## config.mk

```make
export PLATFORM = sky130hd
export DESIGN_NAME = timer_irq_unit
export DESIGN_NICKNAME = d
export VERILOG_FILES = /design/src/rtl/timer_irq_unit_pkg.sv /design/src/rtl/timer_irq_unit_tick_prescaler.sv /design/src/rtl/timer_irq_unit.sv
export SDC_FILE = /design/constraint.sdc
export NUM_CORES = 1
export LEC_CHECK = 0
export BUFFER_PORTS_ARGS = -buffer_cell sky130_fd_sc_hd__buf_2
export CAP_MARGIN = 25
export CORE_MARGIN = 4
export CORE_UTILIZATION = 50
export CTS_CLUSTER_DIAMETER = 100
export CTS_CLUSTER_SIZE = 40
export DETAILED_ROUTE_END_ITERATION = 10
export PLACE_DENSITY = 0.71
export SLEW_MARGIN = 10
export SYNTH_ARGS = -nofsm -noshare
export SYNTH_HDL_FRONTEND = slang
export SYNTH_HIERARCHICAL = 1
export SYNTH_SLANG_ARGS = --single-unit
```

## constraint.sdc

```tcl
create_clock -name clk -period 2.25 [get_ports clk]
set_input_delay 0.1125 -clock clk [delete_from_list [all_inputs] [get_ports clk]]
set_output_delay 0.1125 -clock clk [all_outputs]
set_load 0.03 [all_outputs]
```

## src/rtl/timer_irq_unit_pkg.sv

```systemverilog
// Shared register map and TCON bit positions for the timer/interrupt peripheral.
package timer_irq_unit_pkg;

    // Byte offsets of the registers inside the 16-byte window.
    localparam logic [3:0] TH_OFF      = 4'h0;
    localparam logic [3:0] TL_OFF      = 4'h4;
    localparam logic [3:0] TCON_OFF    = 4'h8;
    localparam logic [3:0] SYSTICK_OFF = 4'hC;

    // TCON bit positions.
    localparam int EN_BIT = 0;
    localparam int IE_BIT = 1;
    localparam int IS_BIT = 2;

    // Byte offset of the word selected by addr[3:2]; byte lanes are ignored.
    function automatic logic [3:0] word_off(input logic [1:0] word_sel);
        return {word_sel, 2'b00};
    endfunction

endpackage

```

## src/rtl/timer_irq_unit_tick_prescaler.sv

```systemverilog
// Divides clk into one-cycle timer ticks, one every PRESCALE cycles while enabled.
module tick_prescaler #(
    parameter int PRESCALE = 1
) (
    input  logic clk,
    input  logic reset,
    input  logic en,
    output logic tick
);

    localparam int            PW   = (PRESCALE > 1) ? $clog2(PRESCALE) : 1;
    localparam logic [PW-1:0] LAST = PW'(PRESCALE - 1);

    logic [PW-1:0] pc;

    assign tick = en && (pc == LAST);

    // Count 0..PRESCALE-1 while enabled; parked at 0 when disabled.
    always_ff @(posedge clk or negedge reset) begin
        if (!reset) begin
            pc <= '0;
        end else if (!en || tick) begin
            pc <= '0;
        end else begin
            pc <= pc + 1'b1;
        end
    end

endmodule

```

## src/rtl/timer_irq_unit.sv

```systemverilog
// Memory-mapped reload timer with level interrupt and free-running tick counter.
module timer_irq_unit
    import timer_irq_unit_pkg::*;
#(
    parameter logic [31:0] BASE     = 32'h4000_0000,
    parameter int          PRESCALE = 1
) (
    input  logic        clk,
    input  logic        reset,
    input  logic        rd,
    input  logic        wr,
    input  logic [31:0] addr,
    input  logic [31:0] wdata,
    output logic [31:0] rdata,
    output logic        irqout
);

    logic [31:0] th;
    logic [31:0] tl;
    logic [31:0] systick;
    logic        en;
    logic        ie;
    logic        is;
    logic        en_next;
    logic        ie_next;
    logic        is_next;
    logic        tick;
    logic        overflow;
    logic        hit;
    logic [3:0]  off;
    logic        wr_th;
    logic        wr_tl;
    logic        wr_tcon;
    logic        unused_addr_bits;

    assign hit              = (addr[31:4] == BASE[31:4]);
    assign off              = word_off(addr[3:2]);
    assign unused_addr_bits = ^addr[1:0];

    assign wr_th   = wr && hit && (off == TH_OFF);
    assign wr_tl   = wr && hit && (off == TL_OFF);
    assign wr_tcon = wr && hit && (off == TCON_OFF);

    // A CPU write to TL swallows a coincident tick, so no overflow either.
    assign overflow = tick && !wr_tl && (tl == 32'hFFFF_FFFF);

    tick_prescaler #(
        .PRESCALE (PRESCALE)
    ) u_prescaler (
        .clk   (clk),
        .reset (reset),
        .en    (en),
        .tick  (tick)
    );

    // Next TCON state: software update first, then overflow set has priority over W1C.
    always_comb begin
        en_next = en;
        ie_next = ie;
        is_next = is;
        if (wr_tcon) begin
            en_next = wdata[EN_BIT];
            ie_next = wdata[IE_BIT];
            if (wdata[IS_BIT]) begin
                is_next = 1'b0;
            end
        end
        if (overflow) begin
            is_next = 1'b1;
        end
    end

    // Register file, timer count/reload, system tick and registered irq.
    always_ff @(posedge clk or negedge reset) begin
        if (!reset) begin
            th      <= '0;
            tl      <= '0;
            systick <= '0;
            en      <= 1'b0;
            ie      <= 1'b0;
            is      <= 1'b0;
            irqout  <= 1'b0;
        end else begin
            systick <= systick + 32'd1;
            if (wr_th) begin
                th <= wdata;
            end
            if (wr_tl) begin
                tl <= wdata;
            end else if (tick) begin
                tl <= (tl == 32'hFFFF_FFFF) ? th : tl + 32'd1;
            end
            en     <= en_next;
            ie     <= ie_next;
            is     <= is_next;
            irqout <= is_next & ie_next;
        end
    end

    // Zero-latency read mux; zero unless a read hits the window.
    always_comb begin
        rdata = '0;
        if (rd && hit) begin
            case (off)
                TH_OFF:      rdata = th;
                TL_OFF:      rdata = tl;
                TCON_OFF:    rdata = {29'd0, is, ie, en};
                SYSTICK_OFF: rdata = systick;
                default:     rdata = '0;
            endcase
        end
    end

endmodule
```

==> summary.md, run 1 <==
| Metric | Value |
|---|---|
| Synth top area cells | dfrtp_1 41%, mux2_2 6.6%, mux2_1 5.1% |
| Initial DRT Pass Iterations | 5 |
| Post-synthesis sequential area ratio | 0.412 |
| Area leader, netlist | dfrtp_1 |
| Area Overhead vs Synth | 26.4% |
| Wirelength, routed | between 15000 and 20000 um |
| Max IR drop VDD | between 0.0003 and 0.0004 V |
| Final setup violation count | 0 |
| Worst setup margin | roughly 93 ps |
| H-tree depth | 3 |
| Tightest Hold Check Type | input port to flop |
| Core Footprint | between 10000 and 15000 sq um |
| DRC violations left | 0 |
| Syn Inst Count | about 620 |
| CP cell instances | nand3_1 -> or3_1 -> nor4_4 -> buf_12 -> or2b_1 -> o211ai_2 -> a31oi_2 |
| ANT nets after route | 0 |
| Die area | around 14000 sq um |
| CTS root buf | clkbuf_16 |
| Ratio of cells with drive above 1 in the final layout | 0.319 |
| Max-Cap Viols | 0 |
| Via count | 5605 |
| Most used DFF post-synth | dfrtp_1 |
| Syn Nets | slightly below 700 |
| DPL Wire Length | between 10000 and 15000 um |
| Design area | a little under 8000 sq um |
| Nets | 840 |
| Placed inst area | 7110 sq um |
| Most common cell after layout, fill and taps aside | dfrtp_1 |
| Final Skew | just over 9 ps |
| Worst-margin pin slew | just under 600 ps |
| Clk slew on worst S/H paths | roughly 70 ps |
| Clock Path Buffers | 2 |
| R2R Path Start | tl[28]$_DFFE_PN0P_ |
| Crit path largest cell delay | between 400 and 500 ps |
| Warnings from Yosys | 6 |
| Cell variety after synth | between 60 and 70 |
| Hold path endpoint | th[28]$_DFFE_PN0P_ |
| RSZ-0062 raised after global routing | false |
| Final Critical Period | 2160 ps |
| Crit path arrival time | between 2000 and 2500 ps |
| Die Ht | around 120 um |
| Tcrit/Tclk final | 0.958 |
| CTS buffer count | 9 |
| Depth of the most critical reg-to-reg path | 7 |
| Setup crit end kind | flop |
| Max Slew Vio Count | 0 |
| ANT cells | 0 |
| TritonCTS clock tree | yes |
| Pwr Density | around 500 nW/um^2 |
| CP delay by family, top | simple AND/OR/NAND/NOR gates |
| Worst slack at placement | roughly 55 ps |
| Top-level I/O count | 101 |
| Clk sinks | ~100 |
| CP Buf/Inv Count | 1 |
| Top cell type's share of synthesized area | 0.412 |
| DR iter-0 viols | around 340 |
| Rel. slew slack | 0.614 |
| Placed insts | 880 |
| WS Path Type | flop to flop |
| PortBufs | 98 |
| Rows | 40 |
| GRT overflow | 0 |
| CP Launch Type | flop |
| Initial antenna violation count | 0 |
| Slowest CP cell | dfrtp_1 |
| Total Routing Usage GR | 0.257 |
| Crit path max fanout | 19 |
| Synthesized cell area | roughly 6000 sq um |
| Vias per std cell | approximately 6.1 |
| Seq cells post-synth | 101 |
| TNS Setup | 0 ps |
| Drt wl/cell | a little under 20 um |
| R2r endpoint | tl[27]$_DFFE_PN0P_ |
| P_leak | roughly 3.6 nW |
| Initial Utilization | 0.511 |
| First-pass GRT wire length | about 29000 um |
| F_max | between 400 and 500 MHz |
| FF-to-FF setup slack | approximately 93 ps |
| Die width | ~120 um |
| Most frequent cells in the layout | 99 x dfrtp_1, 97 x buf_2, 60 x nor2_1 |
| Hold depth | 2 |
| Largest net degree at the start of global routing | between 40 and 50 |
| Asr flop ratio synth | 1.00 |
| Routability cong. | just over 0.9 |
| Post-route insts no fill | around 920 |
| Synthesized area per cell | between 9 and 10 sq um |
| Final Hold Viols | 0 |
| Status | finished, final reports clean |
| Clk_lat worst skew | 350 ps |
| Vias in the first global route | slightly below 6000 |
| Hold Path Origin | wdata[28] |
| Req. time, crit path | about 2500 ps |
| EDFF count, synth | 0 |
## worst register-to-register path: cells and delay by family, from the launching register on
family          cells  cell delay, ps
compound gates      2             180
buf+inv             1             220
flops               1             430
simple gates        4            1210
## area by class of cell
class	count	area [sq um]
tap	147	184
clock buffer	10	239
fill	947	4250
clock inverter	6	110
multi-input combinational	472	3450
timing repair buffer	181	1230
sequential	101	2530
inverter	5	18.8
## kinds of logic after synthesis
logic type | share of synthesized area
simple gates | 0.220
compound gates | 0.128
flops | 0.412
mux | 0.138
xor+xnor | 0.0628
buf+inv | 0.0355
fa+ha+maj | 0.00408
other cells | 0.000611
## Yosys cell counts (6+ instances only)
library cell / instances
dfrtp_1: 101
nor2_1: 61
nand2_1: 50
mux2_2: 36
xnor2_1: 32
nand3_1: 31
a22oi_1: 29
mux2_1: 28
clkbuf_1: 21
nand4_1: 15
nor4_1: 15
a21oi_1: 14
o21ai_0: 14
nor3_1: 13
and3_1: 12
xor2_1: 12
nand2b_1: 9
and4_1: 8
buf_2: 8
or2b_1: 8
a21o_1: 7
a31oi_2: 6
mux2i_1: 6
o211ai_2: 6
## what timing repair did
item                                    CTS  global route
endpoints found under the setup margin    2            13
hold buffers                             24             0
hold endpoints to repair                 72             0
buffers inserted                          0             2
gates resized for setup                   1             8
## where the power goes
group | total (mW) | internal [mW] | switching (mW)
Sequential | 1.82 | 1.81 | 0.000700
Combinational | 0.251 | 0.122 | 0.129
Clock | 1.83 | 1.12 | 0.718
Total | 3.90 | 3.05 | 0.848
## sequential cells by signal, indices dropped and copies added (netlist names)
name            flops
en                  1
th                 32
ie                  1
tl                 32
irqout              1
systick            32
is                  1
u_prescaler/pc      1
## stage by stage
| stage | util | hold WS, ps | total power [mW] |
|---|---|---|---|
| after CTS | 0.641 | 1.18 | 3.92 |
| after global placement | 0.592 | 146 | 2.07 |
| after detailed placement | 0.592 | 145 | 2.07 |
| after global routing | 0.646 | 11.2 | 4.01 |
| after floorplan | - | -183 | 1.93 |
| final | 0.646 | 8.04 | 3.90 |
## metal layers
layer  part of all wire  track usage  vias up
li1                   -            -     2568
met1               0.43        0.326     2777
met2               0.49        0.448      228
met3              0.058       0.0351       32
met4              0.018       0.0927        0
met5                  0            0        -
## worst max-delay path by stage
stage                       start                  to  slack, ps  cells after the start
2_1_floorplan  tl[23]$_DFFE_PN0P_  tl[19]$_DFFE_PN0P_        290                      9
3_3_place_gp    tl[0]$_DFFE_PN0P_   tl[7]$_DFFE_PN0P_        100                      9
3_5_place_dp    tl[0]$_DFFE_PN0P_   tl[5]$_DFFE_PN0P_         60                      9
4_1_cts         tl[7]$_DFFE_PN0P_  tl[27]$_DFFE_PN0P_         60                      7
5_1_grt        tl[28]$_DFFE_PN0P_  tl[27]$_DFFE_PN0P_         10                      7
6_report       tl[28]$_DFFE_PN0P_  tl[27]$_DFFE_PN0P_         90                      7
Note: power is estimated with default switching activity, not from simulation.
==> run 2: changes to the inputs <==
Settings changed: SYNTH_HIERARCHICAL 1 to not set.
==> summary.md, run 2 <==
| Metric | Value |
|---|---|
| Status | finished, final reports clean |
| PortBufs | between 90 and 100 |
| CP cell instances | nand4_1 -> or4_4 -> nor4_4 -> mux2_1 -> o211ai_1 -> a21oi_1 |
| Most frequent cells in the layout | 100 x dfrtp_1, 97 x buf_2, 63 x mux2_2 |
| Main combinational cell family by area after synthesis | simple AND/OR/NAND/NOR gates |
| Placed insts | 874 |
| TritonCTS clock tree | yes |
| Setup crit start | tl[18]$_DFFE_PN0P_ |
| Asr flop ratio synth | 1.00 |
| Total power | ~3.6 mW |
| Core Footprint | between 10000 and 15000 sq um |
| Post-route insts no fill | between 900 and 1000 |
| Initial DRT Pass Iterations | 5 |
| Ratio of cells with drive above 1 in the final layout | 0.314 |
| Area of the multi-input gates | 3330 sq um |
| DR iter-0 viols | slightly below 400 |
| Setup crit end kind | flop |
| P_leak | 3.46 nW |
| Design area | between 7000 and 8000 sq um |
| H-tree depth | 3 |
| Final Critical Period | around 2100 ps |
| F_max | 472 MHz |
| Warnings from Yosys | 0 |
| Top cell type's share of synthesized area | 0.419 |
| Worst-margin pin slew | ~600 ps |
| Slowest CP cell | or4_4 |
| Worst setup margin | 130 ps |
| Wirelength, routed | around 18000 um |
| DPL Wire Length | ~13000 um |
| Biggest regs | systick (32), th (32), tl (32) |
| Placed inst area | just under 7000 sq um |
| Clk slew on worst S/H paths | 80 ps |
| XOR/XNOR Fraction of Synth Area | 0.0683 |
| Most Used Layer, Global Route | met2 |
| Met1 Usage GRT | 0.351 |
| RSZ-0062 raised after global routing | false |
| Seq cells post-synth | around 100 |
| Crit path arrival time | between 2000 and 2500 ps |
| Final Hold Viols | 0 |
| Cell variety after synth | 52 |
| Depth of the most critical reg-to-reg path | 6 |
| Synth Area in Adders | 0.00415 |
| Vias in the first global route | 5790 |
| Filler Cell Count | 959 |
| Die Ht | about 120 um |
| Largest net degree at the start of global routing | just over 60 |
| CTS root buf | clkbuf_16 |
| Synth top cells by count | 101 x dfrtp_1, 63 x mux2_2, 62 x nor2_1 |
| Rel. slew slack | 0.610 |
| Final setup violation count | 0 |
| TNS Setup | 0 ps |
| R2R Path Start | tl[18]$_DFFE_PN0P_ |
| ANT nets after route | 0 |
| Tightest Hold Check Type | input port to flop |
| Syn Inst Count | about 630 |
| Compound-gate portion of the synthesized area | 0.118 |
| GRT overflow | 0 |
| Nets | roughly 830 |
| Most frequent cell after synthesis | dfrtp_1 |
| Most common cell after layout, fill and taps aside | dfrtp_1 |
| Die width | 118 um |
| Total Routing Usage GR | 0.262 |
| Initial antenna violation count | 0 |
| R2r endpoint | tl[31]$_DFFE_PN0P_ |
| Rows | 39 |
| Area Overhead vs Synth | 22.9% |
| DRC violations left | 0 |
| Max-Cap Viols | 0 |
| Req. time, crit path | around 2500 ps |
| Synth top area cells | dfrtp_1 42%, mux2_2 12%, xnor2_1 4.2% |
| Setup repair bufs after CTS | 0 |
| Final Skew | 9.48 ps |
| Crit path max fanout | 6 |
| Routability cong. | roughly 0.92 |
| Synthesized cell area | 6030 sq um |
| CP Launch Type | flop |
| Crit path largest cell delay | roughly 610 ps |
| Clock Path Buffers | 2 |
| Drt wl/cell | slightly below 20 um |
| First-pass GRT wire length | just under 30000 um |
| Worst slack at placement | around 120 ps |
| CTS buffer count | 9 |
| Vias per std cell | 6.05 |
| Mux cell area share after synthesis | 0.146 |
| Crit path to | tl[31]$_DFFE_PN0P_ |
| Via count | roughly 5500 |
| Post-synthesis sequential area ratio | 0.419 |
| Simple-gate share of the synthesized area | 0.211 |
| Synthesized area per cell | a little under 10 sq um |
| Syn Nets | 697 |
| Reg area | between 2000 and 3000 sq um |
| Tcrit/Tclk final | 0.942 |
| Pwr Density | about 480 nW/um^2 |
| Max IR drop VDD | around 0.00042 V |
| Max Slew Vio Count | 0 |
| Clk_lat worst skew | ~360 ps |
| EDFF count, synth | 0 |
| Area leader, netlist | dfrtp_1 |
| M3 GR Usage | 0.0553 |
| Initial Utilization | 0.519 |
| Clk sinks | just over 100 |
| GR Util met2 | 0.428 |
| ANT cells | 0 |
| Top-level I/O count | 101 |
| Die area | roughly 14000 sq um |
| WS Path Type | flop to flop |
| Most used DFF post-synth | dfrtp_1 |
| FF-to-FF setup slack | approximately 130 ps |
## run 2: layout make-up
cell class | count | share of cell area
clock buffers | 9 | 0.0304
clock inverters | 7 | 0.00794
inverters | 5 | 0.00253
multi-input cells | 481 | 0.449
flip-flops and latches | 101 | 0.341
well taps | 143 | 0.0241
repair buffers | 165 | 0.145
## run 2: cell families after synthesis
group	count (synthesis)
and+or+nand+nor	245
adders and majority gates	2
buffers and inverters	45
muxes	76
other	1
xor gates and xnor gates	47
AOI/OAI and AO/OA	110
DFF	101
## run 2: power breakdown
group,internal [mW],switching (mW),total [mW],leakage [nW]
clock network,0.764,0.752,1.52,0.133
logic,0.110,0.125,0.235,2.05
registers,1.81,0.000439,1.82,1.27
## run 2: how the worst min path moves through the flow
stage | start | end | slack [ps] | cells after the start
floorplan | reset | en$_DFFE_PN0N_ | -180 | 0
global placement | reset | th[17]$_DFFE_PN0P_ | 150 | 1
detailed placement | reset | systick[21]$_DFF_PN0_ | 150 | 1
CTS | wdata[11] | th[11]$_DFFE_PN0P_ | 3 | 2
global route | wdata[15] | th[15]$_DFFE_PN0P_ | 9 | 2
finish | wdata[11] | tl[11]$_DFFE_PN0P_ | 7 | 3
## run 2: per-stage QoR
stage / util / hold WS [ps]
after detailed placement: 0.594 / 152
after global placement: 0.594 / 146
after global routing: 0.638 / 8.72
after CTS: 0.637 / 2.62
after floorplan: - / -183
final: 0.638 / 7.43
## run 2: routing by layer
metal	up-vias	wire length (um)
li1	2564	-
met1	2717	7530
met2	204	8650
met3	27	1100
met4	0	320
met5	-	0
## run 2: critical path, delay by kind of cell (launching register included)
family	cells	cell delay [ps]
DFF	1	420
muxes	1	340
and+or+nand+nor	3	1070
AOI/OAI and AO/OA	2	170
## run 2: timing repair
item / in CTS / in global routing
endpoints found under the setup margin: 0 / 3
hold endpoints to repair: 67 / 0
gates resized for setup: 0 / 3
hold buffers: 21 / 0
==> run 3: changes to the inputs <==
Clock period 2.25 ns to 2.3 ns, I/O delays scaled along.
==> summary.md, run 3 (synthesis results as in run 2) <==
| Metric | Value |
|---|---|
| Largest net degree at the start of global routing | 63 |
| P_leak | between 3 and 4 nW |
| Ratio of cells with drive above 1 in the final layout | 0.310 |
| Area Overhead vs Synth | 21.7% |
| Via count | 5427 |
| CTS root buf | clkbuf_16 |
| R2R Path Start | tl[4]$_DFFE_PN0P_ |
| Routed wl met2 | between 8000 and 9000 um |
| Rel. slew slack | 0.645 |
| H-tree depth | 3 |
| Most common cell after layout, fill and taps aside | dfrtp_1 |
| CP Launch Type | flop |
| ANT cells | 0 |
| Initial Utilization | 0.519 |
| Worst hold slack | ~6.0 ps |
| F_max | 465 MHz |
| GRT overflow | 0 |
| Biggest regs | systick (32), th (32), tl (32) |
| Crit path arrival time | around 2400 ps |
| WS Path Type | flop to flop |
| Top Layer Used | met4 |
| Setup crit start | tl[4]$_DFFE_PN0P_ |
| Req. time, crit path | around 2500 ps |
| Final Hold Viols | 0 |
| Nets | approximately 800 |
| CP cell instances | and4_1 -> nand4_1 -> nor4_1 -> xnor2_1 -> a211oi_1 -> a211o_1 |
| Vias in the first global route | roughly 5400 |
| Rows | 39 |
| Hold Path Origin | wdata[22] |
| Max-Cap Viols | 0 |
| Die Ht | about 120 um |
| Crit path max fanout | 8 |
| ANT nets after route | 0 |
| Final core utilization | 0.632 |
| Filler Cell Count | 987 |
| Status | finished, final reports clean |
| Worst setup margin | 151 ps |
| Tightest Hold Check Type | input port to flop |
| Crit path largest cell delay | between 400 and 500 ps |
| DR WL met3 | around 960 um |
| Max Slew Vio Count | 0 |
| Worst slack at placement | approximately 180 ps |
| RSZ-0062 raised after global routing | false |
| Slowest CP cell | dfrtp_1 |
| Drt wl/cell | roughly 19 um |
| Clk sinks | about 100 |
| PortBufs | 98 |
| Worst-margin pin slew | 533 ps |
| CP delay by family, top | simple AND/OR/NAND/NOR gates |
| Most frequent cells in the layout | 101 x dfrtp_1, 97 x buf_2, 63 x mux2_2 |
| TritonCTS clock tree | yes |
| Initial antenna violation count | 0 |
| First-pass GRT wire length | between 20000 and 30000 um |
| Tcrit/Tclk final | 0.934 |
| DR iter-0 viols | ~400 |
| Total Routing Usage GR | 0.250 |
| Clock Path Buffers | 2 |
| Die area | 13900 sq um |
| Final Critical Period | around 2100 ps |
| Core Footprint | between 10000 and 15000 sq um |
| DPL Wire Length | about 12000 um |
| Met1 WL | approximately 7500 um |
| CP Buf/Inv Count | 0 |
| Die width | between 100 and 150 um |
| CTS buffer count | 9 |
| Initial DRT Pass Iterations | 5 |
| Clk slew on worst S/H paths | 70 ps |
| Clk_lat worst skew | roughly 350 ps |
| Wirelength, routed | between 15000 and 20000 um |
| Routability cong. | just over 0.9 |
| Top-level I/O count | between 100 and 150 |
| Pwr Density | 511 nW/um^2 |
| Total power | 3.75 mW |
| Setup crit end kind | flop |
| Final setup violation count | 0 |
| TNS Setup | 0 ps |
| Max IR drop VDD | 0.000504 V |
| Vias per std cell | approximately 6 |
| Final Skew | between 8 and 9 ps |
| DRC violations left | 0 |
[run 3: cell types whose count changed in the layout (fill, tap and decap cells not counted), moves of 2 or more]
cell and delta:
clkbuf_1 +2, inv_6 -2, bufinv_16 +3, clkinvlp_4 -2
buf_4 -2, dlygate4sd3_1 -10, clkinv_4 -3
[run 3: power breakdown]
| group | internal (mW) | switching (mW) | total [mW] |
|---|---|---|---|
| sequential | 1.78 | 0.000372 | 1.78 |
| clock | 1.09 | 0.669 | 1.76 |
| combinational | 0.0944 | 0.119 | 0.213 |
[run 3: cell type report]
type / count / area (sq um) / share of cell area
Sequential cell: 101 / 2530 / 0.344
Multi-Input combinational cell: 481 / 3320 / 0.452
Tap cell: 143 / 179 / 0.0244
Inverter: 5 / 18.8 / 0.00256
Clock inverter: 4 / 95.1 / 0.0130
Timing Repair Buffer: 153 / 958 / 0.131
Clock buffer: 12 / 246 / 0.0336
[run 3: worst paths after layout]
check / end / slack (ps) / cells past startpoint
max in group asynchronous: th[2]$_DFFE_PN0P_ / 1290 / 3
min in group asynchronous: systick[21]$_DFF_PN0_ / 280 / 2
min: tl[22]$_DFFE_PN0P_ / 6 / 2
max: tl[29]$_DFFE_PN0P_ / 150 / 6
min reg2reg: is$_DFF_PN0_ / 500 / 2
max reg2reg: tl[29]$_DFFE_PN0P_ / 150 / 6
[run 3: layer usage]
| layer | up-vias | GRT usage |
|---|---|---|
| li1 | 2540 | - |
| met1 | 2673 | 0.337 |
| met2 | 190 | 0.411 |
| met3 | 24 | 0.0519 |
| met4 | 0 | 0.0696 |
| met5 | - | 0 |
[run 3: through the flow]
step | instances | cell area, sq um
3_3_place_gp | 870 | 6870
6_report | 899 | 7340
2_1_floorplan | 627 | 6030
4_1_cts | 897 | 7330
3_5_place_dp | 870 | 6870
5_1_grt | 899 | 7340
[run 3: timing repair]
action / in CTS / in global routing
hold endpoints to repair: 49 / 0
gates resized for setup: 0 / 0
endpoints found under the setup margin: 0 / 3
buffers inserted: 0 / 2
hold buffers: 11 / 0
